$ cat src/rtl/mul_seq_ctrl.sv
// Unsigned WIDTH x WIDTH multiplier that walks every 2-bit digit pair through one 2x2 multiplier.
// Result valid N*N edges after acceptance, held in DONE until taken; operands refused while busy.

module mul2x2 (
  input  logic [1:0] x,
  input  logic [1:0] y,
  output logic [3:0] p
);
  assign p = {2'b00, x} * {2'b00, y};
endmodule

module mul_seq_ctrl #(
  parameter int WIDTH = 8
) (
  input  logic                 clk,
  input  logic                 rst,
  input  logic                 in_valid,
  output logic                 in_ready,
  input  logic [WIDTH-1:0]     a,
  input  logic [WIDTH-1:0]     b,
  output logic                 out_valid,
  input  logic                 out_ready,
  output logic [2*WIDTH-1:0]   r,
  output logic                 busy
);
  localparam int N  = WIDTH / 2;
  localparam int IW = (N > 1) ? $clog2(N) : 1;
  localparam logic [IW-1:0] LAST = IW'(N - 1);

  typedef enum logic [1:0] {
    IDLE = 2'd0,
    RUN  = 2'd1,
    DONE = 2'd2
  } state_t;

  state_t               state_q, state_d;
  logic [WIDTH-1:0]     a_q, a_d, b_q, b_d;
  logic [2*WIDTH-1:0]   acc_q, acc_d, r_q, r_d;
  logic [IW-1:0]        i_q, i_d, j_q, j_d;
  logic                 in_ready_q, in_ready_d;
  logic                 out_valid_q, out_valid_d;
  logic                 busy_q, busy_d;

  logic [1:0]           a_dig, b_dig;
  logic [3:0]           p;
  logic [2*WIDTH-1:0]   p_ext;
  logic [IW:0]          dsum;

  assign a_dig = a_q[{i_q, 1'b0} +: 2];
  assign b_dig = b_q[{j_q, 1'b0} +: 2];

  mul2x2 u_mul (
    .x (a_dig),
    .y (b_dig),
    .p (p)
  );

  // Partial product weight is 4^(i+j); shift by twice the digit-index sum.
  always_comb begin
    p_ext      = '0;
    p_ext[3:0] = p;
    dsum       = {1'b0, i_q} + {1'b0, j_q};
  end

  always_comb begin
    state_d = state_q;
    a_d     = a_q;
    b_d     = b_q;
    acc_d   = acc_q;
    r_d     = r_q;
    i_d     = i_q;
    j_d     = j_q;
    case (state_q)
      IDLE: begin
        if (in_valid) begin
          a_d     = a;
          b_d     = b;
          acc_d   = '0;
          i_d     = '0;
          j_d     = '0;
          state_d = RUN;
        end
      end
      RUN: begin
        acc_d = acc_q + (p_ext << {dsum, 1'b0});
        if (j_q == LAST) begin
          j_d = '0;
          i_d = i_q + IW'(1);
          if (i_q == LAST) begin
            i_d     = '0;
            r_d     = acc_d;
            state_d = DONE;
          end
        end else begin
          j_d = j_q + IW'(1);
        end
      end
      DONE: begin
        if (out_ready) state_d = IDLE;
      end
      default: state_d = IDLE;
    endcase
    in_ready_d  = (state_d == IDLE);
    out_valid_d = (state_d == DONE);
    busy_d      = (state_d != IDLE);
  end

  always_ff @(posedge clk or posedge rst) begin
    if (rst) begin
      state_q     <= IDLE;
      a_q         <= '0;
      b_q         <= '0;
      acc_q       <= '0;
      r_q         <= '0;
      i_q         <= '0;
      j_q         <= '0;
      in_ready_q  <= 1'b1;
      out_valid_q <= 1'b0;
      busy_q      <= 1'b0;
    end else begin
      state_q     <= state_d;
      a_q         <= a_d;
      b_q         <= b_d;
      acc_q       <= acc_d;
      r_q         <= r_d;
      i_q         <= i_d;
      j_q         <= j_d;
      in_ready_q  <= in_ready_d;
      out_valid_q <= out_valid_d;
      busy_q      <= busy_d;
    end
  end

  assign in_ready  = in_ready_q;
  assign out_valid = out_valid_q;
  assign busy      = busy_q;
  assign r         = r_q;

endmodule

$ cat config.mk
export PLATFORM = sky130hd
export DESIGN_NAME = mul_seq_ctrl
export DESIGN_NICKNAME = d
export VERILOG_FILES = /design/src/rtl/mul_seq_ctrl.sv
export SDC_FILE = /design/constraint.sdc
export NUM_CORES = 1
export LEC_CHECK = 0
export CORE_MARGIN = 4
export CORE_UTILIZATION = 50
export CTS_CLUSTER_DIAMETER = 30
export DETAILED_ROUTE_END_ITERATION = 10
export HOLD_SLACK_MARGIN = 0.15
export PLACE_DENSITY_LB_ADDON = 0.3
export SKIP_CTS_REPAIR_TIMING = 1
export SLEW_MARGIN = 10
export SYNTH_ARGS = -nofsm -noshare
export SYNTH_HDL_FRONTEND = slang
export SYNTH_SLANG_ARGS = --single-unit
$ cat constraint.sdc
create_clock -name clk -period 10.5 [get_ports clk]
set_clock_uncertainty 0.1 [all_clocks]
set_input_delay 2.1 -clock clk [delete_from_list [all_inputs] [get_ports clk]]
set_output_delay 2.1 -clock clk [all_outputs]
set_load 0.005 [all_outputs]
# Yosys cells after proc, flatten, opt, wreduce, memory -nomap -nowiden
# Index checks and enable logic that the tools add are counted.
# word_totals
latchBits	0
input_bits	20
register_bits	57
n_memories	0
word_cells	46
out_inout_bits	19
mem_bits_rw	0
romBits	0
# op_classes
reduce_logical	8
n_mux	13
bitwise_logic	0
eq_ne	7
n_div	0
n_mul	1
n_shift	3
order_cmp	0
n_addsub	4
# ops
operator	n
$pmux 16 s2	1
$add 16x16->16	1
$mux 16	1
$mux 2	8
$shiftx 8x4->2	2
$shl 4x4->16	1
$eq 2x2->1 const B	4
$pmux 2 s2	2
$pmux 2 s3	1
$reduce_and 3->1	2
$add 2x1->2 const B	2
$logic_not 2->1	2
$mul 2x2->4	1
$ne 2x2->1 const B	2
$reduce_and 2->1	2
$reduce_bool 2->1	2
$add 2x2->3	1
$eq 2x1->1 const B	1

# Longest topological paths before layout
# Gate-level depths: netlist of the first run.
# depth
word_depth	5
ltp_mapped	15
mapped_depth_nobuf	14

# Cells and area by module
# From an unflattened synthesis of the first run, not the netlist that was laid out.
# unflattened
hier_cells	301
hier_area_um2	3246.9
# by_module_without_submodules
mod	seq_area_each_um2	cells_per_inst	area_per_inst_um2	instances
mul_seq_ctrl	1427.6	295	3196.8	1
mul2x2	0.0	6	50.0	1

# Worst setup path after synthesis of the first run
# OpenSTA, ideal clock, no wires.
# synth_timing
path_type	register to register
start	reg i_q[0]
end	reg r_q[12], in the netlist r[12]
period_less_slack_ns	3.716
path_buffers	0
t_required_ns	10.275
setup_slack_ns	6.784
path_stages_with_launch	15
arrival_ns	3.491
setup_ns	0.125
path_cell_list	dfrtp_1 -> mux4_2 -> and2_1 -> ha_1 -> ha_1 -> nor2b_1 -> a31oi_1 -> nor2_1 -> ha_1 -> nor2b_1 -> o2111ai_1 -> a21boi_2 -> a41oi_1 -> xnor2_1 -> mux2_2
# synth_via
elab_chain_cells	4
elab_cells_between_ends	7
cone_classes	add/sub: 2; mul: 1; eq/ne: 1; shift: 2; reduce/logical: 1
# synth_rtl
item	line	source
start, declared	39	logic [IW-1:0] i_q, i_d, j_q, j_d;
start signal, assigned	126	i_q <= i_d;
$shiftx 8x4->2	49	assign a_dig = a_q[{i_q, 1'b0} +: 2];
$mul 2x2->4	9	assign p = {2'b00, x} * {2'b00, y};
$shl 4x4->16	85	acc_d = acc_q + (p_ext << {dsum, 1'b0});
$add 16x16->16	85	
end signal, assigned	125	r_q <= r_d;
end, declared	38	logic [2*WIDTH-1:0] acc_q, acc_d, r_q, r_d;
# Several ways; a longest one is shown, not always the timed one.
# A chain may end at the register's enable or synchronous reset.

# Worst setup path after layout of the first run
# layout_timing
start	reg i_q[0]
end	reg r_q[14], in the netlist r[14]
# The elaborated chain is that of the path after synthesis.

==> results of run 1 <==
==> cells in the final DEF, fill, tap and decap left out, types with 2 or more instances in the layout <==
cell             instances
o22ai_1                  2
clkbuf_8                 9
ha_1                    21
dfrtp_1                 56
buf_4                    3
clkinv_2                 3
fa_1                     2
o21ai_0                 23
nand2b_1                 5
mux2_2                  26
bufinv_16                2
nor2_1                  27
xnor2_1                  9
nand3_1                  3
xor2_1                   4
nor2b_1                  7
a22o_1                  11
nand3b_1                 2
inv_1                    9
a21o_1                   3
a31oi_1                  5
o21a_1                   2
nand2_1                 29
clkdlybuf4s50_1         38
mux4_2                   4
a21oi_1                 17
nor3_1                   3
and2_1                   3
==> worst reg2reg max path: stages (launching register included) <==
cell,delay (ps)
dfrtp_1,490
mux4_2,570
and2_1,160
ha_1,190
ha_1,300
nor2b_1,140
a31oi_1,330
nor2_1,80
ha_1,340
nor2b_1,190
o2111ai_1,160
a21boi_2,320
a21oi_1,130
a2111oi_0,420
a221oi_1,100
==> metal layers <==
| layer | wire [um] | global-route usage (%) | vias up |
|---|---|---|---|
| li1 | - | - | 1201 |
| met1 | 3060 | 23.7 | 1185 |
| met2 | 3180 | 30.6 | 55 |
| met3 | 278 | 4.15 | 18 |
| met4 | 187 | 9.62 | 0 |
| met5 | 0 | 0 | - |
==> power groups by stage <==
stage	Clock [mW]	Combinational (mW)	Sequential, mW
detailed placement	0	0.717	0.392
floorplan	0	0.542	0.373
finish	0.222	0.716	0.388
global placement	0	0.694	0.389
global route	0.234	0.803	0.403
CTS	0.225	0.718	0.389
==> layout make-up <==
cell class | count | area, um^2
clock buffer | 10 | 128
clock inverter | 6 | 82.6
fill | 524 | 2420
inverter | 10 | 37.5
multi-input combinational | 232 | 1750
sequential | 57 | 1430
tap | 77 | 96.3
timing repair buffer | 41 | 403
==> kinds of logic after synthesis <==
logic type	Yosys count	synth area share [%]
AO/OA/AOI/OAI	80	16.7
XOR/XNOR	13	3.48
AND/OR/NAND/NOR	85	12.1
multiplexers	31	12.0
adder cells (fa/ha/maj)	23	9.25
buffers and inverters	23	2.83
flip-flops	57	43.6
==> Yosys cell counts (7+ instances only) <==
library cell	number	share of area (%)
xnor2_1	9	2.4
clkbuf_1	8	0.92
dfrtp_1	56	43
o21ai_0	23	3.5
nor2b_1	7	1.3
inv_1	10	1.1
nor2_1	27	3.1
a21oi_1	17	2.6
nand2_1	29	3.3
ha_1	21	8.0
mux2_2	26	8.9
a22o_1	11	2.9
==> state kept, by name (all words and copies together), names as in the netlist <==
register	count
out_valid	1
a_q	8
acc_q	16
j_q	2
b_q	8
state_q	2
busy	1
r	16
in_ready	1
i_q	2
==> per-stage QoR <==
stage	setup slack [ps]	instances	hold slack [ps]
global route	5920	433	410
CTS	6390	433	383
finish	6330	433	375
global placement	6380	417	359
floorplan	6780	312	356
detailed placement	6350	417	369
==> worst paths after layout <==
| path | start | depth (start not counted) | to | slack [ps] |
|---|---|---|---|---|
| min | r[3]$_DFFE_PP0P_ | 2 | r[3]$_DFFE_PP0P_ | 370 |
| min reg2reg | r[3]$_DFFE_PP0P_ | 2 | r[3]$_DFFE_PP0P_ | 370 |
| max | i_q[0]$_DFFE_PP0P_ | 14 | r[14]$_DFFE_PP0P_ | 6330 |
| min in group asynchronous | rst | 3 | acc_q[5]$_DFFE_PP0P_ | 2170 |
| max reg2reg | i_q[0]$_DFFE_PP0P_ | 14 | r[14]$_DFFE_PP0P_ | 6330 |
| max in group asynchronous | rst | 3 | acc_q[10]$_DFFE_PP0P_ | 7660 |
==> flow_metrics.tcl, run 1 <==
set metrics [dict create \
    p_per_area_mw_per_mm2 337 \
    tightest_slew_ps 1150 \
    critical_path.top_delay_family "compound AO/OA/AOI/OAI gates" \
    num_io_pins 39 \
    cts_sinks 57 \
    fmax_mhz 240 \
    fin_nets 394 \
    dr.pass1.iters 4 \
    port_buffers 38 \
    synthCells 312 \
    std_cell_rows 29 \
    synth-main-ff-cell "dfrtp_1" \
    hpwl_mm 4.83 \
    cp-start-kind "flop" \
    path_clk_slew_ps 70 \
    p_total_mw 1.33 \
    leakage_nw 1.75 \
    antenna_cells 0 \
    netlist_area_mm2 0.00327 \
    avgSynthCellArea_um2 10.5 \
    pwr-share-seq_pct 29.3 \
    h-tree-depth 3 \
    grt_max_degree 58 \
    drive_gt1_share_pct 16.0 \
    ir_worst_vdd_mv 0.158 \
    grt_use_total_pct 18.9 \
    crit_slowest_cell "mux4_2" \
    yosysSeqAreaShare_pct 43.6 \
    grt_pass1_wl_mm 11.3 \
    fin_crit_sh_pct 39.7 \
    slowest_delay_ps 570 \
    place_area_mm2 0.00372 \
    routed_wl_mm 6.71 \
    setup_tns_ps 0 \
    ys_seq_elements 57 \
    grt_pass1_vias 2328 \
    status "completed" \
    maxSlewHeadroom_pct 22.7 \
    num_vias 2459 \
    die_w_um 88.9 \
    initial_core_util_pct 51.5 \
    core_area_mm2 0.00635 \
    synth_edf_count 0 \
    path_cells "mux4_2 -> and2_1 -> ha_1 -> ha_1 -> nor2b_1 -> a31oi_1 -> nor2_1 -> ha_1 -> nor2b_1 -> o2111ai_1 -> a21boi_2 -> a21oi_1 -> a2111oi_0 -> a221oi_1" \
    areaGrowthSynthToFinish_pct 20.0 \
    path_buf_inv 0 \
    ant_nets 0 \
    place.gp.congestion 0.917 \
    finalMaxSlewViolations 0 \
    setup_violations 0 \
    clkPwrFrac_pct 16.7 \
    period_needed_ps 4170 \
    globalRouteOverflowTotal 0 \
    clk_latency_ps 340 \
    p_switching_mw 0.522 \
    crit_top_cell "ha_1" \
    critPathMaxFanout 7 \
    combPwrFrac_pct 54.0 \
    cts-root-buf "clkbuf_8" \
    fin_area_mm2 0.00393 \
    worst_setup_path_end_kind "flop" \
    hp-class "flop to flop" \
    cts_buffer_depth 2 \
    dieHeight_um 88.9 \
    hold_viol 0 \
    synth_nets 355 \
    yosys_warnings 0 \
    vias_per_cell 5.68 \
    die-area_mm2 0.00790 \
    p_int_mw 0.803 \
    wl_per_cell_um 15.5 \
    drv_cap 0 \
    cts_buffers 9 \
    cp.required_ps 10600 \
    critical_path_arrival_ps 4280 \
    worstSetupPathType "flop to flop" \
    cts_tree "yes" \
    drc 0 \
    synth.distinct_cells 50 \
    utilization_pct 61.9 \
    switching_share_pct 39.4 \
    rsz0062_at_grt "no" \
    antenna_found_initial 0 \
    async_flop_share_pct 100 \
    drt_iter0_markers 91 \
]
(Power assumes the default switching activity.)
==> inputs of run 2 (changes only) <==
clock period = 4.15 ns   (was 10.5 ns; I/O delays follow)
==> flow_metrics.tcl, run 2 (synthesis gave the netlist of run 1 again) <==
set metrics [dict create \
    hp-class "flop to flop" \
    std_cell_rows 29 \
    worst_setup_path_end_kind "flop" \
    h-tree-depth 3 \
    cp-start-kind "flop" \
    hold_viol 0 \
    drv_cap 0 \
    num_vias 2443 \
    port_buffers 38 \
    leakage_nw 1.75 \
    path_clk_slew_ps 60 \
    critPathMaxFanout 6 \
    cts_tree "yes" \
    cts_buffers 9 \
    grt_max_degree 58 \
    drc 0 \
    initial_core_util_pct 51.5 \
    cp.required_ps 4280 \
    status "completed" \
    areaGrowthSynthToFinish_pct 19.9 \
    tightest_slew_ps 714 \
    vias_per_cell 5.60 \
    grt_use_total_pct 18.9 \
    final_cells 436 \
    wl_met2_mm 3.11 \
    critical_path_arrival_ps 4120 \
    multi_input_area_mm2 0.00176 \
    core_area_mm2 0.00635 \
    dieHeight_um 88.9 \
    place_inst 418 \
    globalRouteOverflowTotal 0 \
    clk_latency_ps 350 \
    fmax_mhz 251 \
    cts_buffer_depth 2 \
    num_io_pins 39 \
    antenna_found_initial 0 \
    ir_worst_vdd_mv 0.411 \
    routed-wl-met3_um 254 \
    layout_commonest_cell "dfrtp_1" \
    top_layer_used "met4" \
    cts-root-buf "clkbuf_8" \
    fin_crit_sh_pct 96.1 \
    maxSlewHeadroom_pct 52.4 \
    finalMaxSlewViolations 0 \
    fin_area_mm2 0.00393 \
    grt_pass1_wl_mm 11.5 \
    place.gp.congestion 0.887 \
    cts_sinks 57 \
    wl_per_cell_um 15.3 \
    wl_met1_mm 3.13 \
    setup_violations 0 \
    worstSetupPathType "flop to flop" \
    fin_nets 397 \
    p_per_area_mw_per_mm2 841 \
    rsz0062_at_grt "yes" \
    nFillCells 509 \
    routed_wl_mm 6.69 \
    grt_pass1_vias 2403 \
    antenna_cells 0 \
    place_area_mm2 0.00372 \
    die-area_mm2 0.00790 \
    drt_iter0_markers 75 \
    regArea_mm2 0.00143 \
    period_needed_ps 3990 \
    dr.pass1.iters 4 \
    final_cell_mix "dfrtp_1, clkdlybuf4s50_1, nand2_1" \
    hpwl_mm 4.78 \
    ant_nets 0 \
    die_w_um 88.9 \
    drive_gt1_share_pct 17.5 \
]
run 2: cell types whose count changed in the layout (fill, tap and decap cells not counted), moves of 2 or more:
| cell | change |
|---|---|
| buf_4 | +3 |
| bufinv_16 | -2 |
| clkbuf_8 | +2 |
| dfrtp_1 | -2 |
| dfrtp_2 | +2 |
run 2: layout make-up:
cell class,count,share of cell area [%]
repair buffers,44,10.8
flip-flops and latches,57,36.4
well taps,77,2.45
inverters,10,0.956
multi-input cells,232,44.9
clock buffers,13,4.05
clock inverters,3,0.383
run 2: path summary, 6_finish.rpt:
kind	slack (ps)	depth (start not counted)	endpoint	start
max in group asynchronous	2520	3	i_q[0]$_DFFE_PP0P_	rst
worst min register to register	380	2	r[3]$_DFFE_PP0P_	r[3]$_DFFE_PP0P_
worst max register to register	160	13	r[15]$_DFFE_PP0P_	i_q[0]$_DFFE_PP0P_
worst min-delay path	380	2	r[3]$_DFFE_PP0P_	r[3]$_DFFE_PP0P_
worst max-delay path	160	13	r[15]$_DFFE_PP0P_	i_q[0]$_DFFE_PP0P_
min in group asynchronous	880	3	acc_q[0]$_DFFE_PP0P_	rst
run 2: metrics by stage:
| step | util, % | setup slack [ps] | hold slack (ps) | TNS [ps] | power, mW |
|---|---|---|---|---|---|
| floorplan | - | 434 | 356 | 0 | 2.32 |
| global placement | 58.7 | 172 | 361 | 0 | 2.75 |
| detailed placement | 58.7 | 29.8 | 371 | 0 | 2.81 |
| CTS | 61.4 | 24.1 | 385 | 0 | 3.28 |
| global route | 61.8 | -65.7 | 422 | -139 | 3.59 |
| finish | 61.8 | 164 | 380 | 0 | 3.30 |
run 2: power by group:
part,leakage [nW],total (mW),internal [mW],switching [mW]
Clock,0.0932,0.472,0.246,0.225
Combinational,0.956,1.85,0.907,0.940
Sequential,0.703,0.982,0.817,0.165
run 2: worst max-delay path: stages (launching register included):
cell     delay, ps
dfrtp_2        430
mux4_2         550
and2_1         170
ha_1           190
ha_1           300
a31oi_1        230
nor2b_1         90
ha_1           360
a21o_1         220
a31o_1         230
o41ai_4        430
o31ai_1        140
xnor2_1        160
mux2_2         270
run 2: layer usage:
| metal | GRT usage, % | up-vias |
|---|---|---|
| met4 | 9.34 | 0 |
| li1 | - | 1204 |
| met1 | 24.5 | 1181 |
| met5 | 0 | - |
| met3 | 3.87 | 15 |
| met2 | 30.3 | 43 |
==> inputs of run 3 (changes only) <==
CAP_MARGIN = 0   (was unset)
SETUP_SLACK_MARGIN = 0.15   (was unset)
==> flow_metrics.tcl, run 3 (synthesis gave the netlist of run 1 again) <==
set metrics [dict create \
    status "completed" \
    initial_core_util_pct 51.5 \
    finalMaxSlewViolations 0 \
    cts-root-buf "clkbuf_8" \
    cts_buffer_depth 2 \
    grt_pass1_vias 2403 \
    h-tree-depth 3 \
    path_depth 14 \
    final_cell_mix "dfrtp_1, clkdlybuf4s50_1, nand2_1" \
    hp-class "flop to flop" \
    period_needed_ps 3890 \
    drt_iter0_markers 90 \
    drv_cap 0 \
    critical_path.top_delay_family "adder cells" \
    crit_slowest_cell "fa_2" \
    place_ws_ps 29.8 \
    cts_sinks 57 \
    ir_worst_vdd_mv 0.427 \
    grt_use_total_pct 18.9 \
    path_cells "buf_4 -> buf_4 -> ha_1 -> inv_1 -> fa_2 -> nand2_1 -> or2_2 -> fa_1 -> nor2b_4 -> o2111ai_4 -> a21boi_4 -> a21oi_1 -> a2111oi_1 -> a221oi_1" \
    grt_max_degree 58 \
    drive_gt1_share_pct 20.9 \
    r2r_slack_ps 260 \
    die_w_um 88.9 \
    dr.pass1.iters 4 \
    critical_path_arrival_ps 4000 \
    antenna_found_initial 0 \
    num_io_pins 39 \
    startpoint "i_q[0]$_DFFE_PP0P_" \
    drc 0 \
    globalRouteOverflowTotal 0 \
    cts_tree "yes" \
    core_area_mm2 0.00635 \
    wl_per_cell_um 15.8 \
    layout_commonest_cell "dfrtp_1" \
    p_per_area_mw_per_mm2 861 \
    fin_crit_sh_pct 93.8 \
    cp.required_ps 4260 \
    slowest_delay_ps 620 \
    clk_latency_ps 340 \
    critPathMaxFanout 9 \
    vias_per_cell 5.70 \
    place.gp.congestion 0.887 \
    setup_violations 0 \
    cp-start-kind "flop" \
    rsz0062_at_grt "no" \
    grt_pass1_wl_mm 11.5 \
    r2r_end "r[14]$_DFFE_PP0P_" \
    reg2reg_from "i_q[0]$_DFFE_PP0P_" \
    port_buffers 38 \
    fmax_mhz 257 \
    fin_ws_ps 255 \
    path_buf_inv 3 \
    hpwl_mm 4.78 \
    die-area_mm2 0.00790 \
    routed_wl_mm 6.97 \
    cp-endpoint "r[14]$_DFFE_PP0P_" \
    worstSetupPathType "flop to flop" \
    reg2regPathDepth 14 \
    areaGrowthSynthToFinish_pct 23.5 \
    ant_nets 0 \
    worst_setup_path_end_kind "flop" \
    std_cell_rows 29 \
    antenna_cells 0 \
    hold_viol 0 \
    cts_buffers 9 \
    leakage_nw 1.78 \
    dieHeight_um 88.9 \
    path_clk_slew_ps 70 \
    num_vias 2509 \
    setup_tns_ps 0 \
    fin_nets 401 \
    tightest_slew_ps 716 \
    maxSlewHeadroom_pct 52.2 \
    crit_top_cell "buf_4" \
]
==> run 3: cell type report <==
cell class | instances | area (um^2)
repair buffers | 48 | 455
clock buffers | 13 | 159
flip-flops and latches | 57 | 1430
multi-input cells | 232 | 1850
inverters | 10 | 37.5
clock inverters | 3 | 15.0
well taps | 77 | 96.3
fillers | 490 | 2310
==> run 3: how the worst min path moves through the flow <==
stage	startpoint	endpoint	slack, ps	cells after the start
after detailed placement	r[3]$_DFFE_PP0P_	r[3]$_DFFE_PP0P_	370	2
after global placement	r[3]$_DFFE_PP0P_	r[3]$_DFFE_PP0P_	360	2
after global routing	acc_q[13]$_DFFE_PP0P_	acc_q[13]$_DFFE_PP0P_	420	2
after floorplan	acc_q[13]$_DFFE_PP0P_	acc_q[13]$_DFFE_PP0P_	360	2
final	r[3]$_DFFE_PP0P_	r[3]$_DFFE_PP0P_	380	2
after CTS	r[3]$_DFFE_PP0P_	r[3]$_DFFE_PP0P_	380	2
==> run 3: through the flow <==
stage                     std cells  hold slack (ps)  power, mW  cell area (um^2)  util (%)
after floorplan                 312              356       2.32              3270         -
after global placement          418              361       2.75              3720      58.7
after detailed placement        418              371       2.81              3720      58.7
after CTS                       434              385       3.28              3900      61.4
after global routing            440              422       3.77              4040      63.7
final                           440              380       3.48              4040      63.7
==> run 3: worst reg2reg max path, cell delays in order, from the launching register on <==
cell and delay [ps]:
dfrtp_2 430, buf_4 140, buf_4 100, ha_1 130, inv_1 50, fa_2 620, nand2_1 120, or2_2 340
fa_1 480, nor2b_4 180, o2111ai_4 140, a21boi_4 270, a21oi_1 140, a2111oi_1 450, a221oi_1 90
==> run 3: power by group <==
part	total (mW)	switching (mW)	leakage [nW]	internal, mW
logic	2.02	1.02	0.986	1.00
registers	0.990	0.171	0.703	0.820
clock network	0.469	0.222	0.0932	0.246
total	3.48	1.41	1.78	2.07
==> run 3: metal layers <==
layer | vias up | wire length (um) | GRT usage, %
met5 | - | 0 | 0
met4 | 0 | 193 | 9.34
met3 | 17 | 324 | 3.87
met2 | 67 | 3260 | 30.3
met1 | 1211 | 3190 | 24.5
li1 | 1214 | - | -
